**config.mk**
```make
export PLATFORM = sky130hd
export DESIGN_NAME = ifu
export DESIGN_NICKNAME = d
export VERILOG_FILES = /design/src/rtl/ifu_pkg.sv /design/src/rtl/ifu_pc_gen.sv /design/src/rtl/ifu.sv
export SDC_FILE = /design/constraint.sdc
export NUM_CORES = 1
export LEC_CHECK = 0
export BUFFER_PORTS_ARGS = -buffer_cell sky130_fd_sc_hd__buf_4
export CAP_MARGIN = 20
export CORE_MARGIN = 10
export CORE_UTILIZATION = 53
export CTS_CLUSTER_DIAMETER = 60
export DETAILED_ROUTE_END_ITERATION = 10
export GPL_TIMING_DRIVEN = 1
export PLACE_DENSITY_LB_ADDON = 0.08
export SLEW_MARGIN = 10
export SYNTH_ARGS = -nofsm -noshare
export SYNTH_HDL_FRONTEND = slang
export SYNTH_SLANG_ARGS = --single-unit
```
**constraint.sdc**
```tcl
create_clock -name clk -period 3.2 [get_ports clk]
set_input_delay 0.32 -clock clk [delete_from_list [all_inputs] [get_ports clk]]
set_output_delay 0.32 -clock clk [all_outputs]
set_load 0.05 [all_outputs]
```
**src/rtl/ifu_pkg.sv**
```systemverilog
// Shared definitions for the instruction fetch unit.
// Widths, state encodings and a word-align helper.
package ifu_pkg;

  localparam int CPU_WIDTH       = 32;
  localparam int IFU_STATE_WIDTH = 2;
  localparam int INST_BYTES      = 4;

  typedef enum logic [IFU_STATE_WIDTH-1:0] {
    IFU_IDLE = 2'd0,
    IFU_REQ  = 2'd1,
    IFU_WAIT = 2'd2,
    IFU_HOLD = 2'd3
  } ifu_state_e;

  function automatic logic [CPU_WIDTH-1:0] align_word(
    input logic [CPU_WIDTH-1:0] a
  );
    return {a[CPU_WIDTH-1:2], 2'b00};
  endfunction

endpackage

```
**src/rtl/ifu_pc_gen.sv**
```systemverilog
// Program counter for the fetch unit: register, next-PC select, misalign flag.
// Ports: clk, rst_n, commit, redirect_en, redirect_pc in; pc, misalign out.
module ifu_pc_gen
  import ifu_pkg::*;
#(
  parameter logic [CPU_WIDTH-1:0] RESET_PC = '0
) (
  input  logic                 clk,
  input  logic                 rst_n,
  input  logic                 commit,
  input  logic                 redirect_en,
  input  logic [CPU_WIDTH-1:0] redirect_pc,
  output logic [CPU_WIDTH-1:0] pc,
  output logic                 misalign
);

  logic [CPU_WIDTH-1:0] pc_q;
  logic [CPU_WIDTH-1:0] pc_d;
  logic                 mis_d;

  // commit is already qualified by the caller (HOLD only).
  always_comb begin
    pc_d  = pc_q;
    mis_d = 1'b0;
    if (commit) begin
      if (redirect_en) begin
        pc_d  = align_word(redirect_pc);
        mis_d = |redirect_pc[1:0];
      end else begin
        pc_d = pc_q + CPU_WIDTH'(INST_BYTES);
      end
    end
  end

  always_ff @(posedge clk) begin
    if (!rst_n) begin
      pc_q     <= RESET_PC;
      misalign <= 1'b0;
    end else begin
      pc_q     <= pc_d;
      misalign <= mis_d;
    end
  end

  assign pc = pc_q;

endmodule

```
**src/rtl/ifu.sv**
```systemverilog
// Instruction fetch unit: one imem req/gnt/rvalid transaction per instruction.
// Ports: imem handshake, commit/redirect from retire, ifu_* to decode.
module ifu
  import ifu_pkg::*;
#(
  parameter logic [CPU_WIDTH-1:0] RESET_PC = 32'h0000_0000
) (
  input  logic                 clk,
  input  logic                 rst_n,
  input  logic                 enable,
  input  logic                 commit_en,
  input  logic                 redirect_en,
  input  logic [CPU_WIDTH-1:0] redirect_pc,
  output logic                 imem_req,
  output logic [CPU_WIDTH-1:0] imem_addr,
  input  logic                 imem_gnt,
  input  logic                 imem_rvalid,
  input  logic [CPU_WIDTH-1:0] imem_rdata,
  output logic                 ifu_start_en,
  output logic                 ifu_done_en,
  output logic [CPU_WIDTH-1:0] ifu_inst_pc,
  output logic [CPU_WIDTH-1:0] ifu_inst,
  output logic                 ifu_misalign
);

  ifu_state_e           state_q;
  ifu_state_e           state_d;
  logic                 commit_ok;
  logic [CPU_WIDTH-1:0] pc;

  assign commit_ok = (state_q == IFU_HOLD) && commit_en;

  ifu_pc_gen #(
    .RESET_PC (RESET_PC)
  ) u_pc_gen (
    .clk         (clk),
    .rst_n       (rst_n),
    .commit      (commit_ok),
    .redirect_en (redirect_en),
    .redirect_pc (redirect_pc),
    .pc          (pc),
    .misalign    (ifu_misalign)
  );

  always_comb begin
    state_d = state_q;
    case (state_q)
      IFU_IDLE: if (enable)      state_d = IFU_REQ;
      IFU_REQ:  if (imem_gnt)    state_d = IFU_WAIT;
      IFU_WAIT: if (imem_rvalid) state_d = IFU_HOLD;
      IFU_HOLD: begin
        if (commit_en) state_d = enable ? IFU_REQ : IFU_IDLE;
      end
      default:                   state_d = IFU_IDLE;
    endcase
  end

  // Pulses are registered from the transition so they mark
  // the first cycle of the new state.
  always_ff @(posedge clk) begin
    if (!rst_n) begin
      state_q      <= IFU_IDLE;
      ifu_start_en <= 1'b0;
      ifu_done_en  <= 1'b0;
      ifu_inst     <= '0;
      ifu_inst_pc  <= '0;
    end else begin
      state_q      <= state_d;
      ifu_start_en <= (state_d == IFU_REQ) && (state_q != IFU_REQ);
      ifu_done_en  <= (state_d == IFU_HOLD) && (state_q != IFU_HOLD);
      if ((state_q == IFU_WAIT) && imem_rvalid) begin
        ifu_inst    <= imem_rdata;
        ifu_inst_pc <= pc;
      end
    end
  end

  assign imem_req  = (state_q == IFU_REQ);
  assign imem_addr = pc;

endmodule

```
==> results.sh <==
export IMPL_synthArstFlopShare_pct=0
export IMPL_final_net_count=789
export IMPL_final_setup_skew_ps=8.055
export IMPL_finalSetupTns_ps=0
export IMPL_placed_cells_incl_taps=811
export IMPL_seq_power_share_pct=54.0
export IMPL_cts_resized=0
export IMPL_routedLengthMet1_mm=5.783
export IMPL_grt_overflow=0
export IMPL_max_freq_mhz=415.7
export IMPL_drc_errors=0
export IMPL_start_util_pct=54.38
export IMPL_tritoncts="yes"
export IMPL_die_area_um2=12450
export IMPL_min_period_over_period_pct=75.18
export IMPL_wl_met2_mm=7.066
export IMPL_site_row_count=33
export IMPL_place_worst_setup_slack_ps=861.6
export IMPL_timing_worst_slew_pin_value_ps=1052
export IMPL_post_synth_xor_area_fraction_pct=0
export IMPL_critical_path_slowest_cell="nor4_1"
export IMPL_relSlewSlack_pct=29.21
export IMPL_start_kind="register"
export IMPL_critPathRequiredTime_ps=3470
export IMPL_stdcell_area_um2=5891
export IMPL_cell_family_with_most_cp_delay="simple AND/OR/NAND/NOR gates"
export IMPL_final_setup_viol_count=0
export IMPL_netlist_instances=583
export IMPL_yosys_most_used_dff="dfxtp_1"
export IMPL_tritoncts_num_buffers=9
export IMPL_cell_int_power_mw=1.654
export IMPL_synth_seq_cells=97
export IMPL_placement_cell_area_um2=5690
export IMPL_grt_pass1_wl_mm=23.50
export IMPL_post_layout_nonfiller_instances=827
export IMPL_die_span_y_um=111.6
export IMPL_unrepaired_setup_endpoints_after_global_routing="no"
export IMPL_synth_yosys_warnings=0
export IMPL_synth_top_cells_by_area="dfxtp_1, nand2_1, a21oi_1, clkbuf_1, o21ai_0"
export IMPL_min_delay_path_class="in -> reg"
export IMPL_unique_masters_post_synth=54
export IMPL_timing_critical_path_arrival_ps=2670
export IMPL_count_of_inserted_antenna_diode_cells=0
export IMPL_final_period_minus_worst_setup_slack_ps=2406
export IMPL_clk_insertion_delay_late_ps=370
export IMPL_detailed_place_hpwl_mm=10.82
export IMPL_die_x_um=111.6
export IMPL_path_clk_slew_ps=100
export IMPL_finish_utilization_pct=72.05
export IMPL_wl_met3_mm=1.362
export IMPL_result_of_the_run="complete, no violations"
export IMPL_layout_drive_gt1_share_pct=28.25
export IMPL_postRouteWirelength_mm=14.56
export IMPL_yosys_area_share_adder_pct=0.2815
export IMPL_synth_top_family_by_area="simple AND/OR/NAND/NOR gates"
export IMPL_timing_max_transition_violations_final=0
export IMPL_yosysMostFrequentCell="nand2_1"
export IMPL_clkPwrFrac_pct=34.0
export IMPL_clock_tree_htree_level_count=3
export IMPL_post_route_worst_setup_slack_ps=794.3
export IMPL_clkSinkCount=97
export IMPL_seq_area_frac_synth_pct=43.68
export IMPL_synthMuxAreaShare_pct=1.661
export IMPL_clock_path_buffers=2
export IMPL_leakage_dissipation_nw=2.297
export IMPL_total_design_power_mw=2.309
export IMPL_core_region_area_um2=8175
export IMPL_cts_repair_timing_setup_buffer_count=0
export IMPL_irDropWorstVdd_mv=0.2673
export IMPL_detailedRoute_firstPassIterationCount=5
export IMPL_max_cap_violations=0
export IMPL_cp_cell_sequence="ha_1, nand3_2, nor4_1, o21ai_0, a32o_1"
export IMPL_port_buffer_count=166
export IMPL_yosys_area_top_type_share_pct=43.68
export IMPL_critical_path_endpoint_type="register"
export IMPL_grt_usage_pct=22.27
export IMPL_critPathMaxFanout=8
export IMPL_critPathMaxStageDelay_ps=900
export IMPL_synth_top_cell_by_area="dfxtp_1"
export IMPL_clockRootBuffer="clkbuf_8"
export IMPL_syn_to_final_growth_pct=32.51
export IMPL_timing_final_hold_violations=0
export IMPL_critPathBufInv=0
export IMPL_avgSynthCellArea_um2=7.625
export IMPL_worst_setup_path_type="reg -> reg"
export IMPL_route_detailed_wl_per_inst_um=17.61
export IMPL_drtAntennaViolNets=0
export IMPL_gp_routability_congestion=0.9217
export IMPL_synth_edf_count=0
export IMPL_synth_compound_area_share_pct=21.90
export IMPL_synth_top_cells_by_count="nand2_1, dfxtp_1, a21oi_1"
export IMPL_power_density_relative_to_cell_area_nw_per_um2=392.0
export IMPL_number_of_ports_placed_on_the_die_boundary=171
export IMPL_via_count_of_the_first_global_routing_pass=4560
export IMPL_detailedRoute_firstIterationViolations=394
export IMPL_power_switching_share_pct=28.36
export IMPL_worst_hold_slack_ps=188.2
export IMPL_antenna_found_initial=0
export IMPL_largest_net_degree_at_the_start_of_global_routing=59
export IMPL_netSwitchingPower_mw=0.6549
export IMPL_cts_hold_buffers=0
export IMPL_vias=4742
export IMPL_avgViaCountPerCell=5.734
export IMPL_comb_power_share_pct=12.0
export IMPL_highest_signal_layer="met4"
export IMPL_synth_area_um2=4446
export IMPL_simple_gate_share_of_the_synthesized_area_pct=26.91
## power groups by stage
stage          registers [mW]  logic (mW)  clock network, mW
2_1_floorplan            1.32       0.115                  0
3_3_place_gp             1.27       0.272                  0
3_5_place_dp             1.27       0.276                  0
4_1_cts                  1.25       0.277              0.800
5_1_grt                  1.25       0.296              0.865
6_report                 1.25       0.277              0.785
## final cells by class
type,instances,area [µm²]
inverter,8,30.03
clock inverter,6,62.56
timing repair buffer,171,1309
tap,105,131.4
sequential,97,1942
fill,691,2285
multi-input combinational,430,2278
clock buffer,10,137.6
## worst min-delay path, stage by stage
cell	delay (ps)
buf_4	110
nand2_1	40
a21oi_1	50
## path summary, 6_finish.rpt
path	startpoint	end	slack, ps	cells past startpoint
max	u_pc_gen.pc[2]	u_pc_gen.pc[14]	790	5
min	imem_rdata[16]	ifu_inst[16]	190	3
max reg2reg	u_pc_gen.pc[2]	u_pc_gen.pc[14]	790	5
min reg2reg	ifu_inst_pc[20]	ifu_inst_pc[20]	460	2
## routing by layer
layer,global-route usage [%],up-vias
met5,0,-
met1,26.31,2174
met3,6.924,31
li1,-,2316
met4,7.455,0
met2,37.48,221
## sequential cells by signal (all words and copies together), names as in the netlist
register	count
ifu_done_en	1
ifu_start_en	1
ifu_inst_pc	30
state_q	2
ifu_inst	32
u_pc_gen.misalign	1
u_pc_gen.pc	30
## cells by family (layout without fill, tap and decap cells)
family	Yosys count	count (layout)
fa+ha+maj	1	1
buf+inv	59	195
compound gates	158	158
simple gates	260	260
flops	97	97
other cells	1	4
mux	7	7
## placed cells by master (no fill, tap or decap), types with 5 or more instances in the layout
master    count
inv_1         7
clkbuf_8     10
or3_1         5
o21ai_0      17
a21oi_1      80
buf_4       169
nand3_1      11
nand4_1      11
a22oi_1       5
a22o_1        5
dfxtp_1      97
nand2_1     162
a221oi_1      6
and3_1        5
nor2_1       20
a31oi_1       9
nor3_1       13
nor4_1       11
Note: power is estimated with default switching activity, not from simulation.
